<file path="config.mk">
export PLATFORM = sky130hd
export DESIGN_NAME = hex_ssd_bank_flat
export DESIGN_NICKNAME = d
export VERILOG_FILES = /design/src/rtl/hex_ssd_bank_pkg.sv /design/src/rtl/hex_ssd_bank_if.sv /design/src/rtl/hex_ssd_glyph.sv /design/src/rtl/hex_ssd_bank.sv /design/src/flat_wrapper.sv
export SDC_FILE = /design/constraint.sdc
export NUM_CORES = 1
export LEC_CHECK = 0
export CAP_MARGIN = 15
export CELL_PAD_IN_SITES_DETAIL_PLACEMENT = 0
export CELL_PAD_IN_SITES_GLOBAL_PLACEMENT = 1
export CORE_MARGIN = 5
export CORE_UTILIZATION = 46
export DETAILED_ROUTE_END_ITERATION = 7
export PLACE_DENSITY_LB_ADDON = 0.2
export RECOVER_POWER = 100
export SKIP_LAST_GASP = 1
export SLEW_MARGIN = 20
export SYNTH_ARGS = -nofsm -noshare
export SYNTH_HDL_FRONTEND = slang
export SYNTH_SLANG_ARGS = --single-unit
</file>
<file path="constraint.sdc">
create_clock -name clk -period 6.4 [get_ports clk]
set_input_delay 0.96 -clock clk [delete_from_list [all_inputs] [get_ports clk]]
set_output_delay 0.96 -clock clk [all_outputs]
set_load 0.05 [all_outputs]
</file>
<file path="src/rtl/hex_ssd_bank_pkg.sv">
// Shared glyph table and constants for the hex seven-segment bank.
// Glyphs are active-low {a,b,c,d,e,f,g}.
package hex_ssd_bank_pkg;

    localparam logic [6:0] SSD_BLANK = 7'b1111111;

    function automatic logic [6:0] glyph_of(input logic [3:0] h);
        logic [6:0] g;
        g = SSD_BLANK;
        case (h)
            4'h0: g = 7'b0000001;
            4'h1: g = 7'b1001111;
            4'h2: g = 7'b0010010;
            4'h3: g = 7'b0000110;
            4'h4: g = 7'b1001100;
            4'h5: g = 7'b0100100;
            4'h6: g = 7'b0100000;
            4'h7: g = 7'b0001111;
            4'h8: g = 7'b0000000;
            4'h9: g = 7'b0001100;
            4'hA: g = 7'b0001000;
            4'hB: g = 7'b1100000;
            4'hC: g = 7'b0110001;
            4'hD: g = 7'b1000010;
            4'hE: g = 7'b0110000;
            4'hF: g = 7'b0111000;
            default: g = SSD_BLANK;
        endcase
        return g;
    endfunction

endpackage

</file>
<file path="src/rtl/hex_ssd_bank_if.sv">
// Load/display bundle between a lab datapath and the HEX driver.
// master = datapath side, slave = driver side.
interface hex_ssd_bank_if #(
    parameter int NDIGITS = 4
);
    logic                   load;
    logic [4*NDIGITS-1:0]   value;
    logic [NDIGITS-1:0]     digit_en;
    logic [NDIGITS-1:0]     blink_mask;
    logic                   blank_lz;
    logic [7*NDIGITS-1:0]   ssd;
    logic [NDIGITS-1:0]     digit_sel;
    logic                   ack;

    modport master (
        output load, value, digit_en, blink_mask, blank_lz,
        input  ssd, digit_sel, ack
    );

    modport slave (
        input  load, value, digit_en, blink_mask, blank_lz,
        output ssd, digit_sel, ack
    );
endinterface

</file>
<file path="src/rtl/hex_ssd_glyph.sv">
// Nibble to active-low seven-segment glyph, with a blank override.
// Purely combinational; the top registers the result.
module hex_ssd_glyph (
    input  logic [3:0] nibble,
    input  logic       blank,
    output logic [6:0] glyph
);
    import hex_ssd_bank_pkg::*;

    assign glyph = blank ? SSD_BLANK : glyph_of(nibble);
endmodule

</file>
<file path="src/rtl/hex_ssd_bank.sv">
// Multi-digit hex display driver: shadow regs, LZ blanking, blink,
// optional scan multiplexing, registered outputs and load ack.
module hex_ssd_bank #(
    parameter int NDIGITS   = 4,
    parameter int SCAN_MODE = 0,
    parameter int SCAN_DIV  = 50000,
    parameter int BLINK_DIV = 25000000
) (
    input logic           clk,
    input logic           rst,
    hex_ssd_bank_if.slave bus
);
    import hex_ssd_bank_pkg::*;

    localparam int BW = $clog2(BLINK_DIV);
    localparam int SW = $clog2(SCAN_DIV);
    localparam int IW = (NDIGITS > 1) ? $clog2(NDIGITS) : 1;
    localparam logic [BW-1:0] BMAX = BW'(BLINK_DIV - 1);
    localparam logic [SW-1:0] SMAX = SW'(SCAN_DIV - 1);
    localparam logic [IW-1:0] IMAX = IW'(NDIGITS - 1);

    logic [4*NDIGITS-1:0] val_q;
    logic [NDIGITS-1:0]   en_q;
    logic [NDIGITS-1:0]   mask_q;
    logic                 lz_q;
    logic                 valid_q;
    logic                 load_q;
    logic                 ack_q;
    logic [BW-1:0]        bcnt;
    logic                 phase;
    logic [SW-1:0]        scnt;
    logic [IW-1:0]        idx;
    logic [3:0]           msd;
    logic [NDIGITS-1:0]   blank;
    logic [7*NDIGITS-1:0] ssd_d;
    logic [7*NDIGITS-1:0] ssd_q;
    logic [NDIGITS-1:0]   sel_d;
    logic [NDIGITS-1:0]   sel_q;

    always_ff @(posedge clk or posedge rst) begin
        if (rst) begin
            val_q   <= '0;
            en_q    <= '0;
            mask_q  <= '0;
            lz_q    <= 1'b0;
            valid_q <= 1'b0;
        end else if (bus.load) begin
            val_q   <= bus.value;
            en_q    <= bus.digit_en;
            mask_q  <= bus.blink_mask;
            lz_q    <= bus.blank_lz;
            valid_q <= 1'b1;
        end
    end

    always_ff @(posedge clk or posedge rst) begin
        if (rst) begin
            bcnt  <= '0;
            phase <= 1'b0;
        end else if (bcnt == BMAX) begin
            bcnt  <= '0;
            phase <= ~phase;
        end else begin
            bcnt <= bcnt + 1'b1;
        end
    end

    always_ff @(posedge clk or posedge rst) begin
        if (rst) begin
            scnt <= '0;
            idx  <= '0;
        end else if (SCAN_MODE == 0) begin
            scnt <= '0;
            idx  <= '0;
        end else if (scnt == SMAX) begin
            scnt <= '0;
            idx  <= (idx == IMAX) ? '0 : idx + 1'b1;
        end else begin
            scnt <= scnt + 1'b1;
        end
    end

    always_comb begin
        msd = '0;
        for (int i = 0; i < NDIGITS; i++)
            if (val_q[4*i +: 4] != 4'd0)
                msd = 4'(i);
    end

    // digit 0 is exempt from LZ blanking so a zero value still reads "0"
    always_comb begin
        blank = '0;
        for (int i = 0; i < NDIGITS; i++)
            blank[i] = !valid_q || !en_q[i] || (mask_q[i] && phase)
                     || (lz_q && (4'(i) > msd) && (i != 0));
    end

    if (SCAN_MODE == 0) begin : g_static
        for (genvar i = 0; i < NDIGITS; i++) begin : g_dig
            hex_ssd_glyph u_glyph (
                .nibble (val_q[4*i +: 4]),
                .blank  (blank[i]),
                .glyph  (ssd_d[7*i +: 7])
            );
        end
        assign sel_d = valid_q ? '0 : '1;
    end else begin : g_scan
        logic [3:0] nib;
        logic       blk;
        logic [6:0] g;

        always_comb begin
            nib = 4'd0;
            blk = 1'b1;
            for (int i = 0; i < NDIGITS; i++)
                if (idx == IW'(i)) begin
                    nib = val_q[4*i +: 4];
                    blk = blank[i];
                end
        end

        hex_ssd_glyph u_glyph (
            .nibble (nib),
            .blank  (blk),
            .glyph  (g)
        );

        always_comb begin
            ssd_d      = '1;
            ssd_d[6:0] = g;
        end
        assign sel_d = valid_q ? ~(NDIGITS'(1) << idx) : '1;
    end

    always_ff @(posedge clk or posedge rst) begin
        if (rst) begin
            ssd_q  <= '1;
            sel_q  <= '1;
            load_q <= 1'b0;
            ack_q  <= 1'b0;
        end else begin
            ssd_q  <= ssd_d;
            sel_q  <= sel_d;
            load_q <= bus.load;
            ack_q  <= load_q;
        end
    end

    assign bus.ssd       = ssd_q;
    assign bus.digit_sel = sel_q;
    assign bus.ack       = ack_q;
endmodule
</file>
<file path="src/flat_wrapper.sv">
// flat-port wrapper written by rule: the top's interface ports become plain ports
module hex_ssd_bank_flat import hex_ssd_bank_pkg::*;
#(
    parameter int NDIGITS   = 4,
    parameter int SCAN_MODE = 0,
    parameter int SCAN_DIV  = 50000,
    parameter int BLINK_DIV = 25000000
)
  (clk, rst, bus_load, bus_value, bus_digit_en, bus_blink_mask, bus_blank_lz, bus_ssd, bus_digit_sel, bus_ack);
  hex_ssd_bank_if #(.NDIGITS(NDIGITS)) bus_i ();
  input logic clk;
  input logic rst;
  input wire logic [$bits(bus_i.load)-1:0] bus_load;
  input wire logic [$bits(bus_i.value)-1:0] bus_value;
  input wire logic [$bits(bus_i.digit_en)-1:0] bus_digit_en;
  input wire logic [$bits(bus_i.blink_mask)-1:0] bus_blink_mask;
  input wire logic [$bits(bus_i.blank_lz)-1:0] bus_blank_lz;
  output wire logic [$bits(bus_i.ssd)-1:0] bus_ssd;
  output wire logic [$bits(bus_i.digit_sel)-1:0] bus_digit_sel;
  output wire logic [$bits(bus_i.ack)-1:0] bus_ack;
  assign bus_i.load = bus_load;
  assign bus_i.value = bus_value;
  assign bus_i.digit_en = bus_digit_en;
  assign bus_i.blink_mask = bus_blink_mask;
  assign bus_i.blank_lz = bus_blank_lz;
  assign bus_ssd = bus_i.ssd;
  assign bus_digit_sel = bus_i.digit_sel;
  assign bus_ack = bus_i.ack;
  hex_ssd_bank #(.NDIGITS(NDIGITS), .SCAN_MODE(SCAN_MODE), .SCAN_DIV(SCAN_DIV), .BLINK_DIV(BLINK_DIV)) u_core (.clk(clk), .rst(rst), .bus(bus_i));
endmodule
</file>
# Word-level counts from Yosys, hierarchy flattened
# Memory sizes are Yosys's and may differ from the RTL's.
# Cells that the tools add are included.
# word_totals
output_inout_bits	33
word_cells	56
regBits	86
in_bits	28
romBits	448
n_memories	4
# op_classes
mux	9
order_cmp	3
eq_ne	1
bitwise	1
n_addsub	1
reduce_logical	26
# mem_list
name	words	word_bits	read_ports	rd_ports_with_merged_regs	wr	line_no	source
(name not given)	16	7	1	0	0	hex_ssd_bank_pkg.sv:10	case (h)
(name not given)	16	7	1	0	0	hex_ssd_bank_pkg.sv:10	
(name not given)	16	7	1	0	0	hex_ssd_bank_pkg.sv:10	
(name not given)	16	7	1	0	0	hex_ssd_bank_pkg.sv:10	
# op_table
op	count
$mux W7	4
$add A25 B1 Y25 const B	1
$eq A25 B25 Y1 const B	1
$mux W25	1
$reduce_bool A4 Y1	3
$logic_or A1 B1 Y1	11
$logic_and A1 B1 Y1	7
$logic_not A1 Y1	5
$gt A2 B2 Y1 const A	2
$mux W2	2
$mux W4	1
$gt A1 B2 Y1 const A	1
$mux W1	1
$not A1 Y1	1

# Longest topological paths before layout
# Gate-level depths: netlist of the first run.
# logic_depth
ltp_word	8
depth_mapped	7

# By module
# A second synthesis of the first run with hierarchy kept.
# hier_totals
cells_unflattened	388
area_unflattened_um2	4276.6
# by_module_without_submodules
module	cells_each	instances	area_per_inst_um2	seq_area_each_um2
hex_ssd_bank	232	1	3170.5	2113.3
hex_ssd_glyph	39	4	276.5	0.0

# Worst setup path before layout of the first run
# OpenSTA, ideal clock, no wires.
# synth_timing
path_kind	register -> register
from	register u_core.bcnt[17]
to	register u_core.bcnt[19]
setup_time_ns	0.130
path_stages_with_launch	6
setup_slack_ns	4.419
path_buffers	1
t_arrival_ns	1.851
t_required_ns	6.270
cell_sequence	dfrtp_1 -> or4b_1 -> or4_4 -> nor3_4 -> buf_4 -> a21oi_1
# synth_via
elab_chain_cells	2
elab_cells_between_ends	3
cone_classes	add/sub (1); eq/ne (1); mux (1)
# synth_rtl
element	line_no	source
start: declaration	hex_ssd_bank.sv:29	logic [BW-1:0] bcnt;
start signal: assignment	hex_ssd_bank.sv:64	bcnt <= bcnt + 1'b1;
$add A25 B1 Y25 or $eq A25 B25 Y1 (tied branches)	hex_ssd_bank.sv:64, hex_ssd_bank.sv:60	
$mux W25 (*)	hex_ssd_bank.sv:60	end else if (bcnt == BMAX) begin
# Mark *: on every way between the ends. The rest lies on a longest branch, timed or not.
# A chain may end at the register's enable or synchronous reset.

# Final worst setup path of the first run
# layout_timing
from	register u_core.bcnt[9]
to	register u_core.phase
# layout_via
elab_chain_cells	1
# layout_rtl
element	line_no	source
$eq A25 B25 Y1	hex_ssd_bank.sv:60	
end signal: assignment	hex_ssd_bank.sv:62	phase <= ~phase;
end: declaration	hex_ssd_bank.sv:30	logic phase;
# No other way between the ends.

==> flow_summary.yaml, run 1 <==
sta:
  fmax_ghz: 0.324
  setup_slack_ns: 3.31
  worst_pin_slew_ns: 1.52
  period_needed_ns: 3.09
  slew_viol_final: 14
  rsz0062_at_grt: "false"
  relSlewSlack_pct: -2.38
  fin_tns_setup_ns: 0
  hold_viol_final: 0
  fin_skew_ns: 0.00749
  setup_viol: 0
  period_share_pct: 48.2
clocking:
  clk_latency_ns: 0.35
  clock_path_buffers: 2
  cts_tree: "done"
  clock_sinks: 83
  htree_num_levels: 3
  clk_pin_slew_ns: 0.08
  numCtsBuffers: 9
  cts_hold_buf: 0
  cts_setup_buffers: 0
  cts.root.buffer_cell: "clkbuf_8"
  post_cts_resized: 0
synth:
  syn-cell-area_sq_um: 4080
  synth_top_area_share_pct: 33.1
  synth_cell_type_count: 45
  yosysSeqAreaShare_pct: 51.8
  yosys-top-cells-area: "dfrtp_1 (33%), dfstp_2 (19%), ha_1 (6.1%), mux2_2 (4.1%), nand2_1 (4.0%)"
  syn_nets: 436
  synth_area_leader_cell: "dfrtp_1"
  syn_area_per_cell_sq_um: 10.5
  syn_inst: 388
  ys_warn_count: 0
  synth-seq-cells: 83
floorplan:
  die_area_sq_um: 10900
  fp.dieW_um: 104
  core_area_sq_um: 8680
  io_pins: 61
  start_util_pct: 47.0
  dieHeight_um: 104
  rows: 34
global_route:
  grt.total_usage_pct: 15.3
  grt_overflow: 0
  grt_max_degree: 84
  grt_pass1_vias: 2900
  antenna_found_initial: 0
  grt_pass1_wl_um: 13700
critical_path:
  r2r-end: "u_core.phase"
  critPathArrivalTime_ns: 3.25
  r2r_start: "u_core.bcnt[9]"
  path_cells: "or4_1 > or4_1 > nor3_1 > xor2_1"
  required_ns: 6.56
  critical_path.top_delay_family: "simple AND/OR/NAND/NOR gates"
  crit_slowest_cell: "nor3_1"
  ff2ff_setup_slack_ns: 3.31
  reg2reg_depth: 4
  crit_buf_inv: 0
  crit_type: "reg2reg"
  crit_fanout: 13
  worstSetupEndpointType: "flip-flop"
  slowest_delay_ns: 1.19
  worst_path_most_repeated_cell: "or4_1"
  cp-start-kind: "flip-flop"
power:
  pwr-share-seq_pct: 47.9
  p_leak_nw: 2.07
  power_switching_mw: 0.384
  share_comb_of_total_power_pct: 21.3
  pwr-share-clk_pct: 30.8
  p_per_area_nw_per_um2: 262
  totalPowerFinal_mw: 1.29
  switching_share_pct: 29.9
  ir_drop_uv: 133
  intPower_mw: 0.902
final_layout:
  drive_gt1_share_pct: 13.9
  layout_commonest_cell: "dfrtp_1"
  n_antenna_cell: 0
  area_delta_synth_final_pct: 20.5
  layout_common_cells: "dfrtp_1 (54), nand2_1 (43), dlygate4sd3_1 (35), dfstp_2 (29), o21ai_0 (27)"
  fin_nets: 488
routing:
  wl_per_cell_um: 14.3
  drc: 0
  firstDrtPassIters: 4
  vias: 2928
  totalWireLength_um: 7930
  ant_nets: 0
  drt-initial-drc-count: 84
  vias_per_cell: 5.29
min_path:
  min-delay-start: "u_core.load_q"
  hold_end: "u_core.bus.ack"
  min_path_cells: 0
  hp-class: "reg2reg"
placement:
  pre_cts_slack_ns: 3.85
  hpwlAfterDp_um: 5760
  gp_congestion: 0.780
  port_buffers: 60
run_status:
  violations: "capacitance limit, slew limit"
  status: "finished, violations left"
flow_run:
  max_cap_violations: 1
-- state kept, by name (all words and copies together) (netlist names) --
signal                flops
u_core.mask_q             4
u_core.bcnt              25
u_core.lz_q               1
u_core.bus.ack            1
u_core.en_q               4
u_core.bus.digit_sel      1
u_core.phase              1
u_core.bus.ssd           28
u_core.load_q             1
u_core.valid_q            1
u_core.val_q             16
-- cell usage after synthesis, drive strengths merged --
cell    count
dfrtp      54
nand2      43
dfstp      29
o21ai      27
ha         20
inv        19
o211ai     19
nor2       17
a21oi      16
clkbuf     16
mux2       15
nand3      15
nor2b       9
xor2        9
o31ai       8
or4         8
o311ai      7
nor3        6
buf         5
or3         5
a211oi      4
mux2i       4
nand2b      4
a31oi       3
and3        3
nand4       3
xnor2       3
a21boi      2
and2        2
and4        2
or2         2
a211o       1
nand4b      1
nor4        1
nor4bb      1
o211a       1
o21a        1
o21bai      1
o221ai      1
or4b        1
-- power groups by stage --
stage	logic, mW	registers [mW]	clock network [mW]
floorplan	0.106	0.714	0
global placement	0.286	0.625	0
detailed placement	0.288	0.627	0
CTS	0.289	0.617	0.410
global route	0.296	0.622	0.436
finish	0.274	0.615	0.396
-- routing by layer --
layer | vias to the layer above | part of all wire (%) | track usage [%]
met1 | 1404 | 45 | 19.4
met2 | 41 | 49 | 25.0
li1 | 1474 | - | -
met3 | 9 | 4.6 | 4.16
met5 | - | 0 | 0
met4 | 0 | 1.4 | 5.27
-- layout make-up --
type,instances,area (sq um)
Fill cell,798,3760
Sequential cell,83,2110
Multi-Input combinational cell,265,1770
Timing Repair Buffer,62,616
Clock buffer,12,135
Tap cell,108,135
Clock inverter,4,75.1
Inverter,19,72.6
-- through the flow --
step	utilization, %	cell area [sq um]	cells	hold WS [ns]
after floorplan	-	4080	388	0.331
after global placement	54.5	4730	537	0.356
after detailed placement	54.5	4730	537	0.363
after CTS	56.9	4940	553	0.372
after global routing	56.6	4920	553	0.371
final	56.6	4920	553	0.373
-- logic make-up after synthesis --
| kind of cell | Yosys count | share of synthesized area (%) |
|---|---|---|
| simple gates | 123 | 15.8 |
| fa+ha+maj | 20 | 6.13 |
| mux | 19 | 5.12 |
| xor+xnor | 12 | 2.58 |
| buf+inv | 40 | 4.23 |
| flops | 83 | 51.8 |
| compound gates | 91 | 14.4 |
-- how the worst max path moves through the flow --
stage                       startpoint               end  slack [ns]  cells after the start
5_1_grt                u_core.bcnt[17]   u_core.bcnt[16]        3.08                      4
3_5_place_dp                  bus_load  u_core.mask_q[0]        3.85                      3
3_3_place_gp                  bus_load  u_core.val_q[15]        3.89                      3
6_report                u_core.bcnt[9]      u_core.phase        3.31                      4
2_1_floorplan                      rst    u_core.bcnt[0]        3.35                      1
4_1_cts        u_core.bus.digit_sel[2]  bus_digit_sel[2]        3.72                      1
No activity file was read; power rests on OpenSTA's default activity.
==> run 2: changes to the inputs <==
--- a/config.mk
+++ b/config.mk
@@ -9,7 +9,7 @@
 export CELL_PAD_IN_SITES_DETAIL_PLACEMENT = 0
 export CELL_PAD_IN_SITES_GLOBAL_PLACEMENT = 1
 export CORE_MARGIN = 5
-export CORE_UTILIZATION = 46
+export CORE_UTILIZATION = 42
 export DETAILED_ROUTE_END_ITERATION = 7
 export PLACE_DENSITY_LB_ADDON = 0.2
 export RECOVER_POWER = 100
==> constraint.sdc (replaced) <==
create_clock -name clk -period 3 [get_ports clk]
set_input_delay 0.45 -clock clk [delete_from_list [all_inputs] [get_ports clk]]
set_output_delay 0.45 -clock clk [all_outputs]
set_load 0.05 [all_outputs]
==> flow_summary.yaml, run 2 (synthesized netlist as in run 1, its figures left out) <==
power:
  p_per_area_nw_per_um2: 535
  p_leak_nw: 2.07
  share_comb_of_total_power_pct: 22.3
  pwr-share-seq_pct: 49.7
  ir_drop_uv: 250
  pwr-share-clk_pct: 28.0
  totalPowerFinal_mw: 2.64
  power_switching_mw: 0.842
  intPower_mw: 1.80
  switching_share_pct: 31.9
floorplan:
  die_area_sq_um: 11800
  dieHeight_um: 109
  fp.dieW_um: 109
  rows: 36
  core_area_sq_um: 9640
  start_util_pct: 42.3
  io_pins: 61
clocking:
  numCtsBuffers: 9
  clock_path_buffers: 2
  cts.root.buffer_cell: "clkbuf_8"
  htree_num_levels: 3
  cts_tree: "done"
  clk_latency_ns: 0.35
  post_cts_resized: 0
  clock_sinks: 83
  cts_setup_buffers: 0
  clk_pin_slew_ns: 0.08
  cts_hold_buf: 0
routing:
  totalWireLength_um: 8210
  firstDrtPassIters: 4
  drc: 0
  drt-initial-drc-count: 116
  vias_per_cell: 5.12
  vias: 2966
  ant_nets: 0
  wl_per_cell_um: 14.2
final_layout:
  layout_commonest_cell: "dfrtp_1"
  fin_nets: 489
  layout_common_cells: "dfrtp_1 (54), nand2_1 (43), dlygate4sd3_1 (35), dfstp_2 (29), o21ai_0 (27)"
  drive_gt1_share_pct: 14.6
  n_antenna_cell: 0
  largest_reg_flops: 28
  fin_util_pct: 51.2
  final_cell_area_sq_um: 4930
  area_delta_synth_final_pct: 20.9
sta:
  fin_skew_ns: 0.0115
  period_share_pct: 84.5
  fmax_ghz: 0.395
  relSlewSlack_pct: -4.59
  fin_tns_setup_ns: 0
  setup_viol: 0
  slew_viol_final: 41
  hold_viol_final: 0
  period_needed_ns: 2.53
  worst_pin_slew_ns: 1.57
  rsz0062_at_grt: "false"
run_status:
  violations: "capacitance limit, slew limit"
  status: "finished, violations left"
critical_path:
  required_ns: 3.19
  crit_type: "reg2reg"
  critPathArrivalTime_ns: 2.72
  crit_fanout: 13
  cp-start-kind: "flip-flop"
  worstSetupEndpointType: "flip-flop"
global_route:
  grt_max_degree: 84
  grt_pass1_vias: 3016
  grt_pass1_wl_um: 13900
  grt.total_usage_pct: 14.8
  antenna_found_initial: 0
  grt_overflow: 0
placement:
  gp_congestion: 0.795
  hpwlAfterDp_um: 5780
  port_buffers: 60
  placed_area_sq_um: 4780
flow_run:
  max_cap_violations: 1
min_path:
  hp-class: "reg2reg"
## run 2: worst max-delay path, stage by stage (launching register included)
cell and delay [ns]:
dfrtp_1 0.42, or4b_1 0.52, or4_1 0.61, nor3_2 0.69, xor2_1 0.14
## run 2: area by class of cell
type,instances,area (sq um)
clock inverter,4,25.0
clock buffer,12,155
tap,133,166
sequential,83,2110
timing repair buffer,63,628
multi-input combinational,265,1770
inverter,19,72.6
fill,913,4700
## run 2: power groups by stage
stage,Sequential (mW),Clock [mW],Combinational [mW]
4_1_cts,1.32,0.767,0.621
2_1_floorplan,1.52,0,0.227
5_1_grt,1.33,0.814,0.636
3_3_place_gp,1.34,0,0.617
3_5_place_dp,1.34,0,0.618
6_report,1.31,0.740,0.588
## run 2: through the flow
stage	hold slack [ns]	setup WS [ns]	std cells
floorplan	0.331	0.461	388
global placement	0.339	0.798	563
detailed placement	0.335	0.761	563
CTS	0.354	0.746	579
global route	0.367	0.325	579
finish	0.351	0.466	579
## run 2: final timing paths
kind                                      start            endpoint  slack, ns  depth (start not counted)
worst min register to register    u_core.load_q      u_core.bus.ack       0.35                          0
worst min-delay path              u_core.load_q      u_core.bus.ack       0.35                          0
max in group asynchronous                   rst  u_core.bus.ssd[26]       1.93                          3
worst max-delay path            u_core.bcnt[17]        u_core.phase       0.47                          4
min in group asynchronous                   rst     u_core.bcnt[10]       0.70                          3
worst max register to register  u_core.bcnt[17]        u_core.phase       0.47                          4
## run 2: layer usage
| metal | vias to the layer above | wire length (um) | track usage [%] |
|---|---|---|---|
| met5 | - | 0 | 0 |
| met4 | 0 | 138 | 6.40 |
| li1 | 1482 | - | - |
| met3 | 10 | 357 | 3.16 |
| met1 | 1417 | 3720 | 18.7 |
| met2 | 57 | 4000 | 24.3 |
==> run 3: changes to the inputs <==
--- a/config.mk
+++ b/config.mk
@@ -9,7 +9,7 @@
 export CELL_PAD_IN_SITES_DETAIL_PLACEMENT = 0
 export CELL_PAD_IN_SITES_GLOBAL_PLACEMENT = 1
 export CORE_MARGIN = 5
-export CORE_UTILIZATION = 42
+export CORE_UTILIZATION = 38
 export DETAILED_ROUTE_END_ITERATION = 7
 export PLACE_DENSITY_LB_ADDON = 0.2
 export RECOVER_POWER = 100
==> constraint.sdc (replaced) <==
create_clock -name clk -period 2.15 [get_ports clk]
set_input_delay 0.3225 -clock clk [delete_from_list [all_inputs] [get_ports clk]]
set_output_delay 0.3225 -clock clk [all_outputs]
set_load 0.05 [all_outputs]
==> flow_summary.yaml, run 3 (synthesized netlist as in run 1, its figures left out) <==
min_path:
  min_path_cells: 0
  hp-class: "reg2reg"
sta:
  slew_viol_final: 0
  relSlewSlack_pct: 26.2
  period_share_pct: 95.6
  fmax_ghz: 0.487
  period_needed_ns: 2.06
  rsz0062_at_grt: "true"
  worst_pin_slew_ns: 1.11
  fin_skew_ns: 0.0115
  setup_slack_ns: 0.0948
  hold_viol_final: 0
  setup_viol: 0
final_layout:
  layout_commonest_cell: "dfrtp_1"
  n_antenna_cell: 0
  seq_area_sq_um: 2110
  largest_reg_flops: 28
  area_delta_synth_final_pct: 26.3
  fin_nets: 500
  multi_input_area_sq_um: 1800
  layout_common_cells: "dfrtp_1 (54), nand2_1 (43), clkdlybuf4s50_1 (40), o21ai_0 (27), dfstp_2 (27)"
  drive_gt1_share_pct: 16.6
  n_fill_cell: 995
critical_path:
  endpoint: "bus_ssd[8]"
  critPathArrivalTime_ns: 1.73
  required_ns: 1.83
  path_cells: "dlygate4sd3_1"
  crit_fanout: 1
  slowest_delay_ns: 0.87
  crit_buf_inv: 1
  r2r-end: "u_core.phase"
  crit_cells: 1
  worstSetupStartpoint: "u_core.bus.ssd[8]"
  cp-start-kind: "flip-flop"
  critical_path.top_delay_family: "buffers and inverters"
  crit_slowest_cell: "dlygate4sd3_1"
  ff2ff_setup_slack_ns: 0.12
  crit_type: "reg2out"
  worstSetupEndpointType: "output pin"
  reg2reg_depth: 5
  r2r_start: "u_core.bcnt[10]"
power:
  p_per_area_nw_per_um2: 825
  ir_drop_uv: 448
  totalPowerFinal_mw: 4.25
  p_leak_nw: 2.19
global_route:
  antenna_found_initial: 0
  grt_overflow: 0
  grt.total_usage_pct: 14.1
  grt_pass1_vias: 2967
  grt_pass1_wl_um: 14700
  grt_max_degree: 84
clocking:
  numCtsBuffers: 9
  clk_pin_slew_ns: 0.09
  clock_sinks: 83
  clock_path_buffers: 2
  cts.root.buffer_cell: "clkbuf_8"
  cts_tree: "done"
  htree_num_levels: 3
  cts_hold_buf: 0
  clk_latency_ns: 0.35
floorplan:
  rows: 37
  io_pins: 61
  start_util_pct: 39.2
  die_area_sq_um: 12900
  dieHeight_um: 114
  fp.dieW_um: 114
  core_area_sq_um: 10400
routing:
  wl_per_cell_um: 14.6
  drc: 0
  top_layer: "met4"
  vias: 3008
  wl_met1_um: 3850
  totalWireLength_um: 8680
  firstDrtPassIters: 6
  vias_per_cell: 5.07
  met3WireLength_um: 398
  wl_met2_um: 4350
  ant_nets: 0
  drt-initial-drc-count: 112
placement:
  pre_cts_slack_ns: 0.0955
  gp_congestion: 0.767
  port_buffers: 60
  hpwlAfterDp_um: 6230
flow_run:
  max_cap_violations: 0
run_status:
  status: "completed"
## run 3: cell types whose count changed in the layout (fill, tap and decap cells not counted), sizes merged
cell,change
bufinv,+5
buf,+9
dlygate4sd3,-15
dlymetal6s4s,+1
clkinvlp,-2
clkinv,-2
clkdlybuf4s50,+15
## run 3: final cells by class
class                           count  share of cell area [%]
Clock buffer                       11                    2.55
Sequential cell                    83                    41.0
Inverter                           19                    1.46
Multi-Input combinational cell    265                    34.9
Timing Repair Buffer               74                    13.9
Clock inverter                      5                    2.91
Tap cell                          136                    3.30
## run 3: metal layers
metal | GRT usage, % | vias to the layer above
li1 | - | 1502
met1 | 17.3 | 1457
met2 | 24.0 | 42
met3 | 4.67 | 7
met4 | 3.53 | 0
met5 | 0 | -
## run 3: power breakdown
group	leakage [nW]	total (mW)	internal [mW]	switching, mW
logic	1.07	0.875	0.316	0.560
registers	0.983	1.81	1.74	0.0731
clock network	0.138	1.56	1.01	0.555
total	2.19	4.25	3.06	1.19
## run 3: timing repair
| action | 4_1_cts | 5_1_grt |
|---|---|---|
| setup buffers | 0 | 1 |
| setup endpoints to repair | 0 | 10 |
| endpoints found under the hold margin | 0 | 0 |
| gates resized for setup | 0 | 2 |
## run 3: through the flow
| stage | hold WS (ns) | area [sq um] | std cells | util (%) | setup TNS [ns] |
|---|---|---|---|---|---|
| finish | 0.380 | 5150 | 593 | 49.5 | 0 |
| global route | 0.389 | 5150 | 593 | 49.5 | -0.00328 |
| CTS | 0.380 | 5170 | 592 | 49.6 | 0 |
| detailed placement | 0.358 | 4890 | 576 | 46.9 | 0 |
| global placement | 0.346 | 4890 | 576 | 46.9 | 0 |
| floorplan | 0.331 | 4080 | 388 | - | 0 |
## run 3: how the worst min path moves through the flow
stage                        startpoint             end
final                     u_core.load_q  u_core.bus.ack
after global routing      u_core.load_q  u_core.bus.ack
after CTS                 u_core.load_q  u_core.bus.ack
after detailed placement  u_core.load_q  u_core.bus.ack
after global placement    u_core.load_q  u_core.bus.ack
after floorplan           u_core.load_q  u_core.bus.ack
